<file path="src/rtl/div_pkg.sv">
// Shared types and helpers for the sequential non-restoring divider.
//   divState_t : FSM state encoding (IDLE, ITER, FIX, SIGN, DONE)
//   clog2      : counter width helper, never returns less than 1
package div_pkg;

  typedef enum logic [2:0] {
    IDLE = 3'd0,
    ITER = 3'd1,
    FIX  = 3'd2,
    SIGN = 3'd3,
    DONE = 3'd4
  } divState_t;

  function automatic int clog2(input int n);
    int w;
    w = 1;
    while ((1 << w) < n) w++;
    return w;
  endfunction

endpackage

</file>
<file path="src/rtl/nr_div_step.sv">
// Combinational W-bit add/subtract step of the non-restoring divider.
//   sub  : 1 -> a - b, 0 -> a + b
//   a, b : operands (W bits)
//   sum  : result, carry out of bit W-1 discarded
//   sign : sum[W-1]
// The same step also negates a value when driven with a=0, sub=1.
module nr_div_step #(
  parameter int W = 17
) (
  input  logic         sub,
  input  logic [W-1:0] a,
  input  logic [W-1:0] b,
  output logic [W-1:0] sum,
  output logic         sign
);

  // Subtraction is addition of the one's complement plus a carry-in of one.
  assign sum  = a + (b ^ {W{sub}}) + {{(W-1){1'b0}}, sub};
  assign sign = sum[W-1];

endmodule

</file>
<file path="src/rtl/seq_nonrestoring_div.sv">
// Multi-cycle non-restoring integer divider, one quotient bit per cycle.
// One division in flight; valid/ready handshake on both sides.
//   clk, rst            : clock, synchronous active-high reset
//   inValid / inReady   : operand handshake (inReady high only in IDLE)
//   dividend, divisor   : M-bit operands
//   outValid / outReady : result handshake, result held until accepted
//   quotient, remainder : M-bit results
//   divByZero           : divisor was zero (qualified by outValid)
// Build option DIV_SIGNED_EN: two's complement operands, truncation toward
// zero, one extra SIGN state for result negation.
module seq_nonrestoring_div
  import div_pkg::*;
#(
  parameter int M = 16
) (
  input  logic         clk,
  input  logic         rst,
  input  logic         inValid,
  output logic         inReady,
  input  logic [M-1:0] dividend,
  input  logic [M-1:0] divisor,
  output logic         outValid,
  input  logic         outReady,
  output logic [M-1:0] quotient,
  output logic [M-1:0] remainder,
  output logic         divByZero
);

  localparam int CW = clog2(M);

  divState_t     state;
  logic [M:0]    rem_q;   // signed partial remainder
  logic [M-1:0]  quo_q;   // dividend shifts out the top, quotient bits in the bottom
  logic [M-1:0]  den_q;
  logic [CW-1:0] cnt;
  logic          dbz_q;

  logic [M:0]    step_a, step_b, step_sum;
  logic          step_sub, step_sign;

  assign inReady = (state == IDLE);

  // ITER: shift the next dividend bit into R, subtract if R>=0 else add.
  // FIX:  add D back when the final remainder is negative.
  always_comb begin
    step_a   = {rem_q[M-1:0], quo_q[M-1]};
    step_b   = {1'b0, den_q};
    step_sub = ~rem_q[M];
    if (state == FIX) begin
      step_a   = rem_q;
      step_sub = 1'b0;
    end
  end

  nr_div_step #(.W(M+1)) u_step (
    .sub  (step_sub),
    .a    (step_a),
    .b    (step_b),
    .sum  (step_sum),
    .sign (step_sign)
  );

`ifdef DIV_SIGNED_EN
  logic          sign_q, sign_r;
  logic [M-1:0]  neg_a_in, neg_b_in, neg_a, neg_b;
  logic          na_sign, nb_sign;
  logic          unused_neg_sign;

  // Two negators: operand magnitudes in IDLE, result sign fix-up in SIGN.
  assign neg_a_in = (state == SIGN) ? quo_q        : dividend;
  assign neg_b_in = (state == SIGN) ? rem_q[M-1:0] : divisor;

  nr_div_step #(.W(M)) u_neg_a (
    .sub (1'b1), .a ('0), .b (neg_a_in), .sum (neg_a), .sign (na_sign)
  );
  nr_div_step #(.W(M)) u_neg_b (
    .sub (1'b1), .a ('0), .b (neg_b_in), .sum (neg_b), .sign (nb_sign)
  );

  assign unused_neg_sign = na_sign ^ nb_sign;
`endif

  always_ff @(posedge clk) begin
    if (rst) begin
      state     <= IDLE;
      rem_q     <= '0;
      quo_q     <= '0;
      den_q     <= '0;
      cnt       <= '0;
      dbz_q     <= 1'b0;
      outValid  <= 1'b0;
      quotient  <= '0;
      remainder <= '0;
      divByZero <= 1'b0;
`ifdef DIV_SIGNED_EN
      sign_q    <= 1'b0;
      sign_r    <= 1'b0;
`endif
    end else begin
      case (state)
        IDLE: begin
          if (inValid) begin
            dbz_q <= (divisor == '0);
            cnt   <= CW'(M - 1);
            if (divisor == '0) begin
              // Raw dividend is reported as the remainder, quotient all ones.
              quo_q <= '1;
              rem_q <= {1'b0, dividend};
              state <= DONE;
            end else begin
              rem_q <= '0;
`ifdef DIV_SIGNED_EN
              quo_q  <= dividend[M-1] ? neg_a : dividend;
              den_q  <= divisor[M-1]  ? neg_b : divisor;
              sign_q <= dividend[M-1] ^ divisor[M-1];
              sign_r <= dividend[M-1];
`else
              quo_q  <= dividend;
              den_q  <= divisor;
`endif
              state <= ITER;
            end
          end
        end
        ITER: begin
          rem_q <= step_sum;
          quo_q <= {quo_q[M-2:0], ~step_sign};
          if (cnt == '0) state <= FIX;
          else           cnt   <= cnt - 1'b1;
        end
        FIX: begin
          if (rem_q[M]) rem_q <= step_sum;
`ifdef DIV_SIGNED_EN
          state <= SIGN;
`else
          state <= DONE;
`endif
        end
`ifdef DIV_SIGNED_EN
        SIGN: begin
          // -2^(M-1) / -1 wraps back to -2^(M-1) naturally here.
          if (sign_q) quo_q <= neg_a;
          if (sign_r) rem_q <= {1'b0, neg_b};
          state <= DONE;
        end
`endif
        DONE: begin
          // First DONE cycle registers the result; outValid follows one edge later.
          if (!outValid) begin
            outValid  <= 1'b1;
            quotient  <= quo_q;
            remainder <= rem_q[M-1:0];
            divByZero <= dbz_q;
          end else if (outReady) begin
            outValid <= 1'b0;
            state    <= IDLE;
          end
        end
        default: state <= IDLE;
      endcase
    end
  end

endmodule

</file>
<file path="config.mk">
export PLATFORM = sky130hd
export DESIGN_NAME = seq_nonrestoring_div
export DESIGN_NICKNAME = d
export VERILOG_FILES = /design/src/rtl/div_pkg.sv /design/src/rtl/nr_div_step.sv /design/src/rtl/seq_nonrestoring_div.sv
export SDC_FILE = /design/constraint.sdc
export NUM_CORES = 1
export LEC_CHECK = 0
export ABC_AREA = 1
export CAP_MARGIN = 25
export CORE_ASPECT_RATIO = 1.5
export CORE_MARGIN = 5
export CORE_UTILIZATION = 55
export DETAILED_ROUTE_END_ITERATION = 16
export GPL_TIMING_DRIVEN = 0
export HOLD_SLACK_MARGIN = 0.15
export PLACE_DENSITY = 0.8
export SYNTH_ARGS = -nofsm -noshare
export SYNTH_HDL_FRONTEND = slang
export SYNTH_SLANG_ARGS = --single-unit
</file>
<file path="constraint.sdc">
create_clock -name clk -period 5.6 [get_ports clk]
set_clock_uncertainty 0.05 [all_clocks]
set_input_delay 1.4 -clock clk [delete_from_list [all_inputs] [get_ports clk]]
set_output_delay 1.4 -clock clk [all_outputs]
set_load 0.02 [all_outputs]
</file>
==> impl_metrics.ini, run 1 <==
[run_status]
status = finished clean

[floorplanning]
coreArea_sq_mm = 0.009146
rows = 43
num_io_pins = 71
start_util = 0.5543
die_area_sq_mm = 0.01128
die_h_um = 127.6
die_x_um = 88.39

[global_routing]
antenna_found_initial = 0
grt_first_pass_wirelength_mm = 22.13
grt_pass1_vias = 4802
overflow = 0
grt_max_degree = 17
track_usage = 0.2497

[placement]
dp_hpwl_mm = 11.05
gp_congestion = 0.9095
port_buffers = 69
dp.cells = 878

[detailed_routing]
wl_mm = 13.77
ant_nets = 0
wire_per_inst_um = 15.40
drc = 0
viasPerCell = 5.519
vias = 4934
drt_iter0_drc = 385
first_pass_iters = 6

[power]
power.share.clock = 0.272
comb_power_share = 0.395
p_int_uw = 1406
swShare = 0.3855
power.total_uw = 2288
p_sw_uw = 882.1
ir_drop_v = 0.0001976
seqPwrFrac = 0.334
p_leak_uw = 0.002634
pwr_density_cell_mw_per_mm2 = 369.0

[yosys]
ys_ff_latch = 91
synth-main-ff-cell = dfxtp_1
synthTopCellsByArea = dfxtp_1 36%, a21oi_1 9.2%, nand2_1 7.9%, inv_1 7.6%, o21ai_0 7.1%
yosys.area.top_type_share = 0.3593
synth-edff-count = 0
yosysTopAreaCell = dfxtp_1
synth_seq_area_share = 0.3593
synth.avg_cell_area_sq_um = 7.274
synth_warnings = 0
synthesis.area_sq_mm = 0.005070
syn_nets = 750
synth_cell_types = 45
async_reset_ff_frac = 0
synthCells = 697

[worst_setup_path]
cp_slowest_cell = dfxtp_1
cpPeakStageDelay_ps = 480
crit_top_cell = nand2_1
startpoint_type = register
worst_ep_arrival_time_ps = 3500
crit_path_end_kind = register
crit_family = simple AND/OR/NAND/NOR gates
worst-setup-path-type = register to register
path_cells = nor2_4 > nand2_8 > buf_2 > inv_1 > buf_2 > nand2_1 > nand2_1 > ha_1 > inv_1 > o21bai_1 > a21boi_0 > nor2_1 > nor2_1 > nand2_1 > o21ai_0 > nand3_1 > nand2_1 > inv_1
crit_fanout = 10
path_buf_inv = 5
worstPathRequired_ps = 5790

[clock_tree]
clock_latency_ps = 340
clockRootBuffer = clkbuf_16
cts_max_path_buffers = 2
post_cts_resize_count = 0
cts_tree = built
clock_sinks = 91
htree_levels = 3
cts.clk_slew.worst_paths_ps = 70
post-cts-setup-buffers = 0
hold_buffers = 0
cts_buffers = 9

[timing]
fmax_mhz = 302.0
hold_violations = 0
finalSetupViolCount = 0
worst_pin_slew_ps = 605.4
period_share = 0.5913
relSlewSlack = 0.5964
slew_viol_final = 0
fin_setup_tns_ps = 0
fin_crit_ps = 3311
rsz0062_at_grt = no

[layout]
finalNonFillerCells = 894
final_cell_mix = 107 x nand2_1, 102 x inv_1, 93 x a21oi_1
syn_to_final_growth_pct = 22.31
layout_commonest_cell = nand2_1
drive_gt1_frac = 0.1049
layout.nets = 830
num_antenna_cells = 0

[worst_hold_path]
hold_path.class = register to register

[job]
cap_viol_max_count = 0
## cells in the mapped netlist (4+ instances only)
master,number
nand2_1,107
inv_1,102
a21oi_1,93
dfxtp_1,91
o21ai_0,72
nor2_1,37
xor2_1,23
nand3_1,21
or2_2,17
ha_1,16
clkbuf_1,15
o2111ai_1,15
buf_2,11
o21ai_1,8
a31oi_1,5
nand2_2,5
buf_6,4
inv_2,4
nand2_4,4
nand3_2,4
nor2_4,4
o21bai_1,4
## flip-flops by register name, indices dropped and copies added, names as in the netlist
signal     count
remainder     16
cnt            4
dbz_q          1
quo_q         16
state          3
divByZero      1
outValid       1
den_q         16
quotient      16
rem_q         17
## stage by stage
stage	hold WS [ps]	area [sq um]	utilization	worst slack [ps]
3_5_place_dp	385.7	5901	0.6451	2074
5_1_grt	411.5	6201	0.6780	2115
3_3_place_gp	382.0	5901	0.6451	2211
2_1_floorplan	397.0	5070	-	2895
4_1_cts	395.5	6201	0.6780	2330
6_report	390.6	6201	0.6780	2289
## power by group through the flow
| stage | Sequential, uW | Combinational [uW] | Clock, uW |
|---|---|---|---|
| floorplan | 761 | 685 | 0 |
| global placement | 773 | 868 | 0 |
| detailed placement | 775 | 888 | 0 |
| CTS | 761 | 896 | 626 |
| global route | 768 | 1010 | 654 |
| finish | 763 | 903 | 622 |
## final timing paths
kind,startpoint,endpoint,slack [ps],cells past startpoint
setup / recovery,state[2],rem_q[16],2290,18
hold / removal,quotient[10],quotient[10],390,2
setup reg to reg,state[2],rem_q[16],2290,18
hold reg to reg,quotient[10],quotient[10],390,2
## per-layer routing
metal | GRT usage | vias to the layer above | wire (um)
met1 | 0.2808 | 2256 | 5288
met2 | 0.4447 | 174 | 7124
met5 | 0 | - | 0
li1 | - | 2448 | -
met3 | 0.03548 | 56 | 725
met4 | 0.1290 | 0 | 631
## tightest hold or removal path: stages (launching register included)
cell and delay (ps):
dfxtp_1 310, inv_1 40, a21oi_1 50
## logic make-up after synthesis
kind of cell	count (synthesis)	synth area share
adders and majority gates	17	0.04344
and+or+nand+nor	213	0.2046
AOI/OAI and AO/OA	209	0.2320
buffers and inverters	141	0.1157
xor gates and xnor gates	26	0.04492
DFF	91	0.3593
## cell type report
class / instances / area [sq um]
Timing Repair Buffer: 69 / 690.7
Inverter: 108 / 407.9
Fill cell: 829 / 2945
Clock buffer: 10 / 229.0
Multi-Input combinational cell: 465 / 2661
Buffer: 33 / 178.9
Clock inverter: 6 / 71.32
Tap cell: 112 / 140.1
Sequential cell: 91 / 1822
Note: power is estimated with default switching activity, not from simulation.
==> run 2, diff against run 1 <==
--- a/config.mk
+++ b/config.mk
@@ -9,11 +9,11 @@
 export CAP_MARGIN = 25
 export CORE_ASPECT_RATIO = 1.5
 export CORE_MARGIN = 5
-export CORE_UTILIZATION = 55
+export CORE_UTILIZATION = 50
 export DETAILED_ROUTE_END_ITERATION = 16
 export GPL_TIMING_DRIVEN = 0
 export HOLD_SLACK_MARGIN = 0.15
-export PLACE_DENSITY = 0.8
+export PLACE_DENSITY = 0.77
 export SYNTH_ARGS = -nofsm -noshare
 export SYNTH_HDL_FRONTEND = slang
 export SYNTH_SLANG_ARGS = --single-unit
==> constraint.sdc (replaced) <==
create_clock -name clk -period 2.85 [get_ports clk]
set_clock_uncertainty 0.05 [all_clocks]
set_input_delay 0.7125 -clock clk [delete_from_list [all_inputs] [get_ports clk]]
set_output_delay 0.7125 -clock clk [all_outputs]
set_load 0.02 [all_outputs]
==> run 2 against run 1 <==
Effect of this change:
- sequential share of layout area down 1.2 points
- critical endpoint unchanged
- combinational power rose by 130%
- final cell count is 1.9% higher
==> impl_metrics.ini, run 2 (synthesis gave the netlist of run 1 again) <==
[run_status]
status = finished clean

[job]
cap_viol_max_count = 0

[power]
power.share.clock = 0.283
p_sw_uw = 1846
p_int_uw = 3084
seqPwrFrac = 0.304
comb_power_share = 0.413
pwr_density_cell_mw_per_mm2 = 759.7
power.total_uw = 4931
p_leak_uw = 0.002732
swShare = 0.3745
ir_drop_v = 0.0004720

[global_routing]
grt_pass1_vias = 4617
track_usage = 0.2254
grt_max_degree = 17
antenna_found_initial = 0
grt_first_pass_wirelength_mm = 22.14
overflow = 0

[timing]
hold_violations = 0
period_share = 0.9824
fin_setup_tns_ps = 0
relSlewSlack = 0.5796
worst_pin_slew_ps = 630.5
finalSetupViolCount = 0
rsz0062_at_grt = yes
whs_ps = 392.6
fin_crit_ps = 2800
fmax_mhz = 357.2
slew_viol_final = 0

[clock_tree]
htree_levels = 3
hold_buffers = 0
cts_max_path_buffers = 2
cts_buffers = 9
cts.clk_slew.worst_paths_ps = 70
clock_sinks = 91
clock_latency_ps = 350
cts_tree = built
clockRootBuffer = clkbuf_16

[worst_setup_path]
worstPathRequired_ps = 3090
worst-setup-path-type = register to register
path_buf_inv = 5
cpPeakStageDelay_ps = 370
path_cells = nor2_4 > nand2_8 > buf_6 > inv_4 > buf_4 > nand2_1 > nand2_2 > ha_4 > inv_1 > o21bai_1 > a21boi_2 > nor2_1 > nor2_2 > nand2_2 > a21oi_2 > o21ai_2 > nand3_1 > nand2_1 > inv_1
crit_path_end_kind = register
startpoint_type = register
cp_slowest_cell = dfxtp_4
path_depth = 19
crit_fanout = 10
crit_family = simple AND/OR/NAND/NOR gates
worst_ep_arrival_time_ps = 3040
ff2ff_path_depth = 19

[layout]
num_antenna_cells = 0
drive_gt1_frac = 0.1599
layout.nets = 842
fillers = 870
final_area_sq_mm = 0.006490
final_util = 0.6476
largest_reg_flops = 17
syn_to_final_growth_pct = 28.01
final_cell_mix = 100 x inv_1, 100 x nand2_1, 90 x a21oi_1
top_register = rem_q

[placement]
gp_congestion = 0.9574
port_buffers = 69
dp_hpwl_mm = 10.87
placed_cell_area_sq_mm = 0.005907

[floorplanning]
coreArea_sq_mm = 0.01002
start_util = 0.5059
die_h_um = 133.3
die_area_sq_mm = 0.01230
num_io_pins = 71
rows = 45
die_x_um = 92.22

[detailed_routing]
drc = 0
drt_iter0_drc = 302
ant_nets = 0
wl_mm = 14.23
vias = 4928
wire_per_inst_um = 15.62
viasPerCell = 5.409
first_pass_iters = 5

[worst_hold_path]
hold_path.class = register to register
hold_depth = 2
## run 2: changes by cell type in the layout (fill, tap and decap cells not counted), moves of 4 or more
cell     previous run  this run
nand2_2             5        12
ha_1               16        11
nand2_1           107       100
buf_4               3        16
dfxtp_1            91        87
o21ai_0            72        67
## run 2: through the flow
step | cells | setup slack [ps]
global placement | 883 | -415.6
floorplan | 697 | 145.5
detailed placement | 883 | -500.5
global route | 911 | -136.8
finish | 911 | 50.22
CTS | 903 | 6.800
## run 2: final cells by class
type                    count  area [sq um]  area share
flip-flops and latches     91          1829      0.2819
well taps                 117         146.4     0.02256
clock inverters             7         121.4     0.01870
plain buffers              33         195.2     0.03008
clock buffers               9         225.2     0.03470
repair buffers             81         780.7      0.1203
inverters                 108         410.4     0.06324
multi-input cells         465          2781      0.4286
## run 2: power groups by stage
stage | registers, uW | logic [uW] | clock network, uW
after CTS | 1490 | 1810 | 1410
after global placement | 1520 | 1710 | 0
after detailed placement | 1520 | 1740 | 0
after global routing | 1510 | 2240 | 1460
final | 1500 | 2040 | 1400
after floorplan | 1490 | 1350 | 0
## run 2: repair_timing
action / CTS / global route
setup endpoints to repair: 12 / 8
pin swaps: 5 / 10
buffers inserted: 4 / 7
cloned: 0 / 1
resized for setup: 19 / 30
## run 2: final timing paths
path	start	endpoint	slack [ps]
worst max-delay path	state[2]	rem_q[16]	50
worst min-delay path	quotient[11]	quotient[11]	390
worst max register to register	state[2]	rem_q[16]	50
worst min register to register	quotient[11]	quotient[11]	390
## run 2: per-layer routing
metal | up-vias | wire length [um] | track usage
li1 | 2473 | - | -
met4 | 0 | 706 | 0.1174
met3 | 45 | 673 | 0.03842
met5 | - | 0 | 0
met2 | 164 | 7318 | 0.4008
met1 | 2246 | 5529 | 0.2552
## run 2: tightest hold or removal path, delay by kind of cell, from the launching register on
family / cells / cell delay [ps]
AOI/OAI and AO/OA: 1 / 50
DFF: 1 / 310
buffers and inverters: 1 / 40
